==> src/rtl/cola_pkg.sv <==
// Shared definitions for the cola buyer: FSM encoding and default parameters.
// The 3-bit state width matches the vending machine this block drives.
package cola_pkg;

   typedef enum logic [2:0] {
      ST_IDLE = 3'd0,
      ST_PAY  = 3'd1,
      ST_GAP  = 3'd2,
      ST_WAIT = 3'd3,
      ST_DONE = 3'd4
   } state_e;

   localparam int PRICE_DEF   = 3;  // coins per cola
   localparam int GAP_DEF     = 1;  // idle cycles between coins
   localparam int TIMEOUT_DEF = 4;  // cycles to wait for a cola
   localparam int CNT_W_DEF   = 4;  // purchase / cola counter width

endpackage

==> src/rtl/cola_buyer_timer.sv <==
// Loadable up-counter with terminal-count flag. The same counter paces the
// idle cycles between coins and the wait for a delivered cola.
// hit is high on the enabled cycle that completes 'max' counted cycles, so a
// caller leaving its state on hit spends exactly 'max' cycles there.
// The count saturates at 'max'; clr has priority over en.
module buy_timer #(
   parameter int W = 3
) (
   input  logic         sys_clk,
   input  logic         sys_rst,
   input  logic         clr,
   input  logic         en,
   input  logic [W-1:0] max,
   output logic         hit
);

   logic [W-1:0] cnt_q;
   logic [W-1:0] cnt_d;

   // Next count: clear, saturating increment, or hold.
   always_comb begin
      cnt_d = cnt_q;
      if (clr) begin
         cnt_d = '0;
      end else if (en && (cnt_q != max)) begin
         cnt_d = cnt_q + W'(1);
      end
   end

   // Count register with synchronous reset.
   always_ff @(posedge sys_clk) begin
      if (sys_rst) begin
         cnt_q <= '0;
      end else begin
         cnt_q <= cnt_d;
      end
   end

   assign hit = en && (cnt_q == (max - W'(1)));

endmodule

==> src/rtl/cola_buyer.sv <==
// Customer-side driver for the cola vending machine. Pays PRICE one-cycle
// coin pulses per cola (GAP idle cycles apart), waits up to TIMEOUT cycles
// for the machine's cola pulse, and repeats until buy_num colas arrived.
//
// Handshake: buy_req is a single-cycle strobe honoured only in IDLE, with
// buy_num sampled on the same edge; everything else ignores it. A purchase
// ends with exactly one done pulse, or with an err pulse on timeout. err also
// pulses for any cola arriving outside the wait window, without other effect.
//
// pi_cola is registered once on entry, so every reaction to it (count, done,
// err) happens one cycle after the pulse. This also lets a machine that
// answers combinationally during the last coin be counted correctly.
// All outputs are registered and aligned with the state they belong to.
module cola_buyer
   import cola_pkg::*;
#(
   parameter int PRICE   = PRICE_DEF,
   parameter int GAP     = GAP_DEF,
   parameter int TIMEOUT = TIMEOUT_DEF,
   parameter int CNT_W   = CNT_W_DEF
) (
   input  logic             sys_clk,
   input  logic             sys_rst,
   input  logic             buy_req,
   input  logic [CNT_W-1:0] buy_num,
   output logic             po_money,
   input  logic             pi_cola,
   output logic             busy,
   output logic [CNT_W-1:0] cola_cnt,
   output logic             done,
   output logic             err,
   output logic [2:0]       dbg_state_o
);

   localparam int COIN_W  = $clog2(PRICE + 1);
   localparam int TMR_MAX = (GAP > TIMEOUT) ? GAP : TIMEOUT;
   localparam int TMR_W   = $clog2(TMR_MAX + 1);

   state_e              state_q, state_d;
   logic [CNT_W-1:0]    num_q, num_d;
   logic [CNT_W-1:0]    cola_cnt_q, cola_cnt_d;
   logic [COIN_W-1:0]   coins_q, coins_d;
   logic                pi_cola_q;
   logic                po_money_q, po_money_d;
   logic                busy_q, busy_d;
   logic                done_q, done_d;
   logic                err_q, err_d;

   logic                tmr_clr;
   logic                tmr_en;
   logic [TMR_W-1:0]    tmr_max;
   logic                tmr_hit;

   // After a coin or a delivery: pause GAP cycles, or pay straight away.
   state_e              st_after_coin;
   assign st_after_coin = (GAP == 0) ? ST_PAY : ST_GAP;

   // The timer restarts on every state change and runs only while pacing
   // coins or waiting for a cola.
   assign tmr_clr = (state_d != state_q);
   assign tmr_en  = (state_q == ST_GAP) || (state_q == ST_WAIT);
   assign tmr_max = (state_q == ST_GAP) ? TMR_W'(GAP) : TMR_W'(TIMEOUT);

   buy_timer #(
      .W (TMR_W)
   ) u_timer (
      .sys_clk (sys_clk),
      .sys_rst (sys_rst),
      .clr     (tmr_clr),
      .en      (tmr_en),
      .max     (tmr_max),
      .hit     (tmr_hit)
   );

   // Next-state, counters and registered output values.
   always_comb begin
      state_d    = state_q;
      num_d      = num_q;
      cola_cnt_d = cola_cnt_q;
      coins_d    = coins_q;
      err_d      = pi_cola_q && (state_q != ST_WAIT);

      case (state_q)
         ST_IDLE: begin
            if (buy_req) begin
               cola_cnt_d = '0;
               coins_d    = '0;
               if (buy_num != '0) begin
                  num_d   = buy_num;
                  state_d = ST_PAY;
               end else begin
                  state_d = ST_DONE;
               end
            end
         end
         ST_PAY: begin
            coins_d = coins_q + COIN_W'(1);
            if (coins_q == COIN_W'(PRICE - 1)) begin
               state_d = ST_WAIT;
            end else begin
               state_d = st_after_coin;
            end
         end
         ST_GAP: begin
            if (tmr_hit) begin
               state_d = ST_PAY;
            end
         end
         ST_WAIT: begin
            // A delivery on the timeout cycle still counts as a delivery.
            if (pi_cola_q) begin
               cola_cnt_d = cola_cnt_q + CNT_W'(1);
               coins_d    = '0;
               if ((cola_cnt_q + CNT_W'(1)) == num_q) begin
                  state_d = ST_DONE;
               end else begin
                  state_d = st_after_coin;
               end
            end else if (tmr_hit) begin
               err_d   = 1'b1;
               state_d = ST_IDLE;
            end
         end
         ST_DONE: begin
            state_d = ST_IDLE;
         end
         default: begin
            state_d = ST_IDLE;
         end
      endcase

      po_money_d = (state_d == ST_PAY);
      busy_d     = (state_d == ST_PAY) || (state_d == ST_GAP) || (state_d == ST_WAIT);
      done_d     = (state_d == ST_DONE);
   end

   // State, counters, input capture and output registers.
   always_ff @(posedge sys_clk) begin
      if (sys_rst) begin
         state_q    <= ST_IDLE;
         num_q      <= '0;
         cola_cnt_q <= '0;
         coins_q    <= '0;
         pi_cola_q  <= 1'b0;
         po_money_q <= 1'b0;
         busy_q     <= 1'b0;
         done_q     <= 1'b0;
         err_q      <= 1'b0;
      end else begin
         state_q    <= state_d;
         num_q      <= num_d;
         cola_cnt_q <= cola_cnt_d;
         coins_q    <= coins_d;
         pi_cola_q  <= pi_cola;
         po_money_q <= po_money_d;
         busy_q     <= busy_d;
         done_q     <= done_d;
         err_q      <= err_d;
      end
   end

   assign po_money    = po_money_q;
   assign busy        = busy_q;
   assign cola_cnt    = cola_cnt_q;
   assign done        = done_q;
   assign err         = err_q;
   assign dbg_state_o = state_q;

endmodule

==> config.mk <==
export PLATFORM = sky130hd
export DESIGN_NAME = cola_buyer
export DESIGN_NICKNAME = d
export VERILOG_FILES = /design/src/rtl/cola_pkg.sv /design/src/rtl/cola_buyer_timer.sv /design/src/rtl/cola_buyer.sv
export SDC_FILE = /design/constraint.sdc
export NUM_CORES = 1
export LEC_CHECK = 0
export ABC_AREA = 1
export CAP_MARGIN = 20
export CORE_MARGIN = 1.5
export CORE_UTILIZATION = 47
export DETAILED_ROUTE_END_ITERATION = 16
export PLACE_DENSITY_LB_ADDON = 0.25
export SYNTH_ARGS = -nofsm -noshare
export SYNTH_HDL_FRONTEND = slang
export SYNTH_SLANG_ARGS = --single-unit
==> constraint.sdc <==
create_clock -name sys_clk -period 1.4 [get_ports sys_clk]
set_input_delay 0.28 -clock sys_clk [delete_from_list [all_inputs] [get_ports sys_clk]]
set_output_delay 0.28 -clock sys_clk [all_outputs]
set_load 0.02 [all_outputs]
# Word level (Yosys, flattened, before mapping)
# Index checks and enable logic that the tools add are counted.
# op_classes
addsub,4
n_eq_ne,15
muxes,18
n_reduce_logical,14
# op_table
op,count
two-way mux 3 bit,7
== test 3 x 2 -> 1 bit (second input constant),4
case mux 3 bit (4 select lines),1
AND reduction 3 bit,3
two-way mux 4 bit,2
case mux 4 bit (2 select lines),1
== test 3 x 1 -> 1 bit (second input constant),2
inequality test 3 bit,2
case mux 2 bit (3 select lines),1
adder 4 x 1 -> 4 bit (second input constant),1
== test 4 bit,1
two-way mux 1 bit,4
two-way mux 2 bit,2
inequality test 2 bit (second input constant),2
nonzero test 4 bit,1
adder 3 x 1 -> 3 bit (second input constant),1
== test 3 bit,1
== test 3 bit (second input constant),1
logical AND 1 bit,3
zero test 3 bit,1
logical OR 1 bit,3
inequality test 3 x 2 -> 1 bit (second input constant),1
nonzero test 3 bit,1
subtractor 3 x 1 -> 3 bit (second input constant),1
4 further kinds,4
# totals
register_bits,21
in_bits,8
out_inout_bits,11
elab_cells,61

# Longest topological paths before layout
# Gate-level depths: netlist (run 1).
# depth
ltp_word,11
mapped_depth,11
depth_no_buf,11

# Hierarchy
# A second synthesis (run 1) with hierarchy kept.
# hier_totals
hier_cells,181
area_unflattened_um2,1219.9
# modules_own_cells
mod,instances,cells_each,area_per_inst_um2,seq_area_each_um2
cola_buyer,1,139,939.7,360.3
buy_timer,1,42,280.3,60.1

# Least setup slack after synthesis (run 1)
# Ideal clock, no wire load.
# synth_path
kind,register to register
start,register cola_cnt_q[0] (netlist: cola_cnt[0])
end,register busy_q (netlist: busy)
setup_ns,0.131
arrival_ns,1.437
t_required_ns,1.269
slack_ns,-0.168
path_stages_with_launch,9
path_buffers,0
synth_period_minus_slack_ns,1.568
cell_sequence,dfxtp_1 ha_1 xnor2_1 nand2_1 nor2_1 nand2_1 nand2_2 and2_2 a21oi_2
# synth_between
elab_chain_cells,8
word_cells_on_any_way,10
classes_between,add/sub: 1; eq/ne: 4; mux: 3; reduce/logical: 2
# synth_lines
item,line_no,rtl
from (decl),cola_buyer.sv:41,"logic [CNT_W-1:0] cola_cnt_q, cola_cnt_d;"
from (signal assigned),cola_buyer.sv:152,cola_cnt_q <= cola_cnt_d;
adder 4 x 1 -> 4 bit (*),cola_buyer.sv:114,if ((cola_cnt_q + CNT_W'(1)) == num_q) begin
== test 4 bit (*),cola_buyer.sv:114,
two-way mux 3 bit (*),cola_buyer.sv:114,
two-way mux 3 bit (*),cola_buyer.sv:111,if (pi_cola_q) begin
case mux 3 bit (4 select lines) (*),cola_buyer.sv:83,case (state_q)
== test 3 x 1 -> 1 bit or == test 3 x 2 -> 1 bit (tied branches),cola_buyer.sv:133,busy_d = (state_d == ST_PAY) || (state_d == ST_GAP) || (state_d == ST_WAIT);
logical OR 1 bit,cola_buyer.sv:133,
logical OR 1 bit (*),cola_buyer.sv:133,
to (signal assigned),cola_buyer.sv:156,busy_q <= busy_d;
to (decl),cola_buyer.sv:45,"logic busy_q, busy_d;"
# Mark *: on every way between the ends. The rest lies on a longest branch, timed or not.
# A chain may end at the register's enable or synchronous reset.

# Worst setup path in the final report (run 1)
# layout_path
start,register cola_cnt_q[0] (netlist: cola_cnt[0])
end,register u_timer.cnt_q[0]
# layout_between
elab_chain_cells,7
# layout_lines
item,line_no,rtl
adder 4 x 1 -> 4 bit,cola_buyer.sv:114,
== test 4 bit,cola_buyer.sv:114,
two-way mux 3 bit,cola_buyer.sv:114,
two-way mux 3 bit,cola_buyer.sv:111,
case mux 3 bit (4 select lines),cola_buyer.sv:83,
inequality test 3 bit,cola_buyer.sv:60,assign tmr_clr = (state_d != state_q);
OR reduction 2 bit (no line),n/a,
to (signal assigned),cola_buyer_timer.sv:35,cnt_q <= cnt_d;
to (decl),cola_buyer_timer.sv:17,logic [W-1:0] cnt_q;
# Every way passes these cells.

==> impl_metrics.yaml, run 1 <==
drt:
  antenna_left: 0
  routed-via-count: 1316
  vias_per_cell: 5.53
  wl_per_cell_um: 15.2
  drt_iter0_drc: 25
  wirelength_um: 3620
  first_pass_iters: 4
  drc: 0
pwr:
  leakagePower_uw: 0.000759
  p_per_area_mw_per_mm2: 1150
  p_total_uw: 1950
  ir_worst_vdd_v: 0.000831
layout:
  area_growth_pct: 45.0
  post-route-util_pct: 74.8
  num-nets-final: 222
  antenna_cells: 0
  final_common_cell: "nand2_1"
  drive_gt1_share_pct: 39.0
  layout_common_cells: "nand2_1, inv_1, buf_4"
synthesis:
  synth_area_per_cell_um2: 6.86
  async_flop_share_pct: 0
  yosysWarnings: 0
  synth_edf_count: 0
  syn_area_mm2: 0.00117
  synth_seq_cells: 21
  ys_seq_area_share_pct: 35.8
  synthCells: 171
  synthesis.nets: 182
  synth_flop_cell: "dfxtp_1"
  ys_types: 25
critical_path:
  worstPathRequired_ns: 1.63
  regToRegSetupSlack_ns: -0.16
  crit_fanout: 3
  cp-start-kind: "flop"
  critPathArrivalTime_ns: 1.78
  worstSetupPathType: "flop to flop"
  end_kind: "flop"
clock_network:
  cts_hold_buffers: 0
  clk_pin_slew_ns: 0.13
  numCtsBuffers: 3
  cts_max_level: 1
  root_buffer: "clkbuf_4"
  tritoncts: "yes"
  clk_latency_ns: 0.32
  cts.sink_count: 21
  clockBufferDepth: 2
global_routing:
  antenna_found_initial: 0
  grt_pass1_vias: 1229
  grt_pass1_wl_um: 5050
  groute.usage.overall_pct: 25.4
  grt_max_degree: 13
  gr-total-overflow: 0
run_status:
  violations: "setup timing"
  outcome: "complete, but fails checks"
floorplanning:
  die_area_mm2: 0.00281
  io_pins: 19
  die_y_um: 53.0
  core-area_mm2: 0.00228
  rows: 17
  die_x_um: 53.0
  start_util_pct: 51.6
place:
  place_hpwl_um: 2290
  gp_congestion: 0.878
  portBuffers: 18
timing:
  period_share_pct: 111
  fmax_ghz: 0.643
  fin_crit_ns: 1.56
  grt_setup_unrepaired: "yes"
  final.setup_skew_ns: 0.00327
  hold_viol: 0
  setup_viol: 11
  slew_headroom_pct: 82.7
  fin_ws_ns: -0.156
  hold_ws_ns: 0.473
  slew_violations: 0
  worstMarginPinSlew_ns: 0.258
run:
  drv_cap: 0
worst_hold_path:
  worstHoldPathType: "flop to flop"
## cell type report
cell class	instances	area, µm²
sequential	21	438
multi-input combinational	120	769
timing repair buffer	36	320
clock buffer	3	22.5
tap	28	35.0
clock inverter	1	5.00
fill	151	574
inverter	29	111
## power by group
group	switching [µW]	internal [µW]	leakage [µW]
registers	78.4	672	0.000176
clock network	210	107	0.0000177
logic	509	374	0.000565
## critical path, stage by stage, from the launching register on
cell and delay [ns]:
dfxtp_4 0.39, ha_4 0.28, xnor2_2 0.11, nand2_1 0.09, nor2_2 0.14, nand2_1 0.11
nand2_2 0.11, nand3_2 0.08, nand2_2 0.10, nor3_2 0.05
## path summary, 6_finish.rpt
kind,depth (start not counted),from,end
setup / recovery,9,cola_cnt[0],u_timer.cnt_q[0]
setup reg to reg,9,cola_cnt[0],u_timer.cnt_q[0]
hold reg to reg,2,coins_q[0],coins_q[0]
hold / removal,2,coins_q[0],coins_q[0]
## kinds of logic (layout without fill, tap and decap cells)
group	count (synthesis)	in the layout	synth area share, %
compound gates	22	22	10.3
xor+xnor	2	2	1.49
fa+ha+maj	3	3	3.20
buf+inv	30	69	9.59
flops	21	21	35.8
simple gates	93	93	39.6
## state kept, by name (all words and copies together), names as in the netlist
signal         count
busy               1
coins_q            2
cola_cnt           4
dbg_state_o        3
done               1
err                1
num_q              4
pi_cola_q          1
po_money           1
u_timer.cnt_q      3
## per-stage QoR
step	cells	area [µm²]	setup TNS, ns	setup slack (ns)
finish	238	1700	-1.23	-0.156
global route	238	1700	-1.82	-0.209
detailed placement	227	1500	-3.03	-0.407
global placement	227	1500	-1.95	-0.247
CTS	232	1560	-0.304	-0.0716
floorplan	171	1200	0	0.00346
## per-layer routing
metal / wire length [µm] / vias up / global-route usage (%)
met2: 1890 / 50 / 46.0
met4: 106 / 0 / 13.7
li1: - / 629 / -
met1: 1460 / 627 / 28.3
met3: 168 / 10 / 3.39
met5: 0 / - / 0
## Yosys cell counts (2+ instances only)
master	n	share of area, %
inv_1	25	8.0
nor3_1	3	1.3
a21oi_1	13	5.5
nand2_2	3	1.6
nand2_4	2	1.9
ha_1	3	3.2
nor2_1	11	3.5
nand2_1	43	14
dfxtp_1	21	36
nand3_1	17	7.2
nand4_1	4	2.1
o21ai_0	7	3.0
nand3_2	3	2.6
nor2_4	2	1.9
inv_2	4	1.3
## repair_timing
item / 4_1_cts / 5_1_grt
setup buffers: 1 / 6
resized for setup: 23 / 36
pin swaps: 2 / 23
endpoints found under the setup margin: 18 / 16
Note: power is estimated with default switching activity, not from simulation.
==> run 2: changes to the inputs <==
- ABC_AREA: 1 -> default
- CORE_UTILIZATION: 47 -> 51
- clock period: 1.4 -> 1.52 ns (I/O delays scaled with it)
==> run 2 against run 1 <==
Net effect: non-clock buffer count is 12 higher; count of clock-buffer cells in the layout is 1 higher; die area is 11% lower; largest power group unchanged; sequential power is 2.9% higher; critical path type unchanged; wire length is 5.9% lower; critical endpoint is now busy; hold slack worse by 0.12 ns; combinational power is 66% higher; the flow still finishes with violations (setup timing); register-to-register slack better by 0.05 ns; area after synthesis is 3.8% lower; core utilization is 8.5 points higher; final area is 1.1% lower.
==> impl_metrics.yaml, run 2 <==
place:
  portBuffers: 18
  place_hpwl_um: 1990
  gp_congestion: 0.829
  dp.cells: 193
drt:
  routed-via-count: 1240
  drc: 0
  first_pass_iters: 4
  vias_per_cell: 6.02
  wirelength_um: 3410
  antenna_left: 0
  wl_per_cell_um: 16.5
  drt_iter0_drc: 60
timing:
  fin_ws_ns: -0.106
  final.setup_skew_ns: 0.00999
  grt_setup_unrepaired: "yes"
  setup_viol: 6
  fin_crit_ns: 1.63
  hold_ws_ns: 0.348
  slew_violations: 0
  setup_total_negative_slack_ns: -0.511
  hold_viol: 0
  slew_headroom_pct: 76.4
  period_share_pct: 107
  fmax_ghz: 0.615
  worstMarginPinSlew_ns: 0.354
floorplanning:
  rows: 16
  core-area_mm2: 0.00202
  die_x_um: 50.0
  die_area_mm2: 0.00250
  io_pins: 19
  die_y_um: 50.0
  start_util_pct: 55.8
worst_hold_path:
  hold_depth: 4
  min_from: "buy_num[2]"
  worstHoldPathType: "input port to flop"
  min_to: "num_q[2]"
critical_path:
  end_kind: "flop"
  path_cells: "or3b_1 > a32oi_1 > o221a_2 > nor2_4 > a211oi_2"
  cp_slowest_cell: "or3b_1"
  worstSetupPathType: "flop to flop"
  r2r-start: "dbg_state_o[2]"
  reg2reg_to: "busy"
  slowest_delay_ns: 0.39
  worstPathRequired_ns: 1.75
  cp-start-kind: "flop"
  path_delay_family: "compound AO/OA/AOI/OAI gates"
  worstPathBufferInverterCount: 0
  ff2ff_path_depth: 5
  regToRegSetupSlack_ns: -0.11
  critPathArrivalTime_ns: 1.85
  crit_fanout: 5
pwr:
  p_total_uw: 2510
  internal-power_uw: 1450
  leakagePower_uw: 0.000729
  p_sw_share_pct: 42.4
  switchingPower_uw: 1070
  p_seq_share_pct: 30.8
  ir_worst_vdd_v: 0.00126
  p_per_area_mw_per_mm2: 1490
  pwr-share-comb_pct: 58.4
  clockPowerShare_pct: 10.8
layout:
  layout_common_cells: "buf_4, nand2_1, nor2_1, dfxtp_1, dlygate4sd2_1"
  fillers: 126
  final-instance-count-excl-fill: 206
  area_growth_pct: 49.1
  ff_latch_area_um2: 447
  antenna_cells: 0
  multi_input_area_um2: 785
  num-nets-final: 191
  final_common_cell: "buf_4"
  drive_gt1_share_pct: 40.8
synthesis:
  syn_area_mm2: 0.00113
  synth_area_per_cell_um2: 8.49
  ys_seq_area_share_pct: 37.3
  synthCells: 133
  yosysMostFrequentCell: "dfxtp_1"
  ys_top_cells_by_area: "dfxtp_1, nand2_1, nor3_1"
  synthesis.nets: 144
  netlist.area_leader.share_pct: 37.3
  async_flop_share_pct: 0
  synth_seq_cells: 21
  ys_types: 41
  synth_top_area_cell: "dfxtp_1"
  ys_top_cells_by_count: "dfxtp_1, nand2_1, nor2_1, nor3_1, a21oi_1"
  synth_edf_count: 0
  synth_flop_cell: "dfxtp_1"
  yosysWarnings: 0
clock_network:
  tritoncts: "yes"
  cts.sink_count: 21
  clk_pin_slew_ns: 0.12
  clk_latency_ns: 0.31
  cts_hold_buffers: 0
  numCtsBuffers: 3
  clockBufferDepth: 2
  root_buffer: "clkbuf_4"
  cts_max_level: 1
global_routing:
  groute.usage.overall_pct: 25.8
  grt_pass1_vias: 1197
  gr-total-overflow: 0
  antenna_found_initial: 0
  grt_max_degree: 18
  grt_pass1_wl_um: 5090
run:
  drv_cap: 0
run_status:
  violations: "setup timing"
  outcome: "complete, but fails checks"
## run 2: cell types whose count changed in the layout (fill, tap and decap cells not counted), moves of 6 or more
cell	change
buf_4	+13
inv_1	-18
inv_2	-6
nand2_1	-20
nand2_2	-8
nand3_1	-11
nor2_1	+6
## run 2: worst max path at each step
stage | cells after the start | from | endpoint | slack, ns
finish | 5 | dbg_state_o[2] | busy | -0.11
global route | 6 | cola_cnt[1] | u_timer.cnt_q[0] | -0.15
CTS | 5 | dbg_state_o[2] | u_timer.cnt_q[0] | -0.06
detailed placement | 6 | buy_num[1] | u_timer.cnt_q[0] | -0.52
global placement | 6 | buy_num[1] | u_timer.cnt_q[0] | -0.47
floorplan | 7 | dbg_state_o[1] | u_timer.cnt_q[2] | 0.001
## run 2: logic make-up (layout without fill, tap and decap cells)
| group | count (synthesis) | after routing | synth area share (%) |
|---|---|---|---|
| fa+ha+maj | 3 | 3 | 3.33 |
| xor+xnor | 5 | 5 | 5.10 |
| simple gates | 68 | 68 | 33.6 |
| flops | 21 | 21 | 37.3 |
| mux | 2 | 2 | 1.88 |
| buf+inv | 10 | 56 | 4.55 |
| compound gates | 24 | 24 | 14.3 |
## run 2: through the flow
stage | util [%] | instance area [µm²] | worst slack, ns
2_1_floorplan | - | 1160 | 0.00118
3_3_place_gp | 73.7 | 1490 | -0.469
3_5_place_dp | 73.7 | 1490 | -0.525
4_1_cts | 79.1 | 1600 | -0.0576
5_1_grt | 83.2 | 1680 | -0.151
6_report | 83.2 | 1680 | -0.106
## run 2: worst register-to-register path, delay by kind of cell, from the launching register on
family	cells	cell delay [ns]
compound gates	3	0.70
flops	1	0.38
simple gates	2	0.46
## run 2: per-layer routing
metal / vias to the layer above / wire length, µm / global-route usage (%) / share of wire, %
li1: 568 / - / - / -
met1: 595 / 1360 / 30.8 / 40
met2: 62 / 1720 / 46.1 / 51
met3: 15 / 211 / 3.94 / 6.2
met4: 0 / 112 / 8.80 / 3.3
met5: - / 0 / 0 / 0
## run 2: timing repair
item / 4_1_cts / 5_1_grt
pin swaps: 10 / 14
buffers inserted: 7 / 2
endpoints found under the setup margin: 20 / 14
gates resized for setup: 36 / 19
hold endpoints to repair: 0 / 0
## run 2: layout make-up
class	count	share of cell area [%]
Timing Repair Buffer	48	22.4
Multi-Input combinational cell	102	46.6
Tap cell	27	2.01
Clock buffer	4	1.56
Sequential cell	21	26.5
Inverter	4	0.892
## run 2: power groups by stage
stage | registers (µW) | clock network (µW) | logic, µW
final | 773 | 272 | 1470
after global routing | 785 | 290 | 1550
after CTS | 758 | 265 | 1250
after detailed placement | 769 | 0 | 1120
after global placement | 766 | 0 | 1090
after floorplan | 814 | 0 | 692
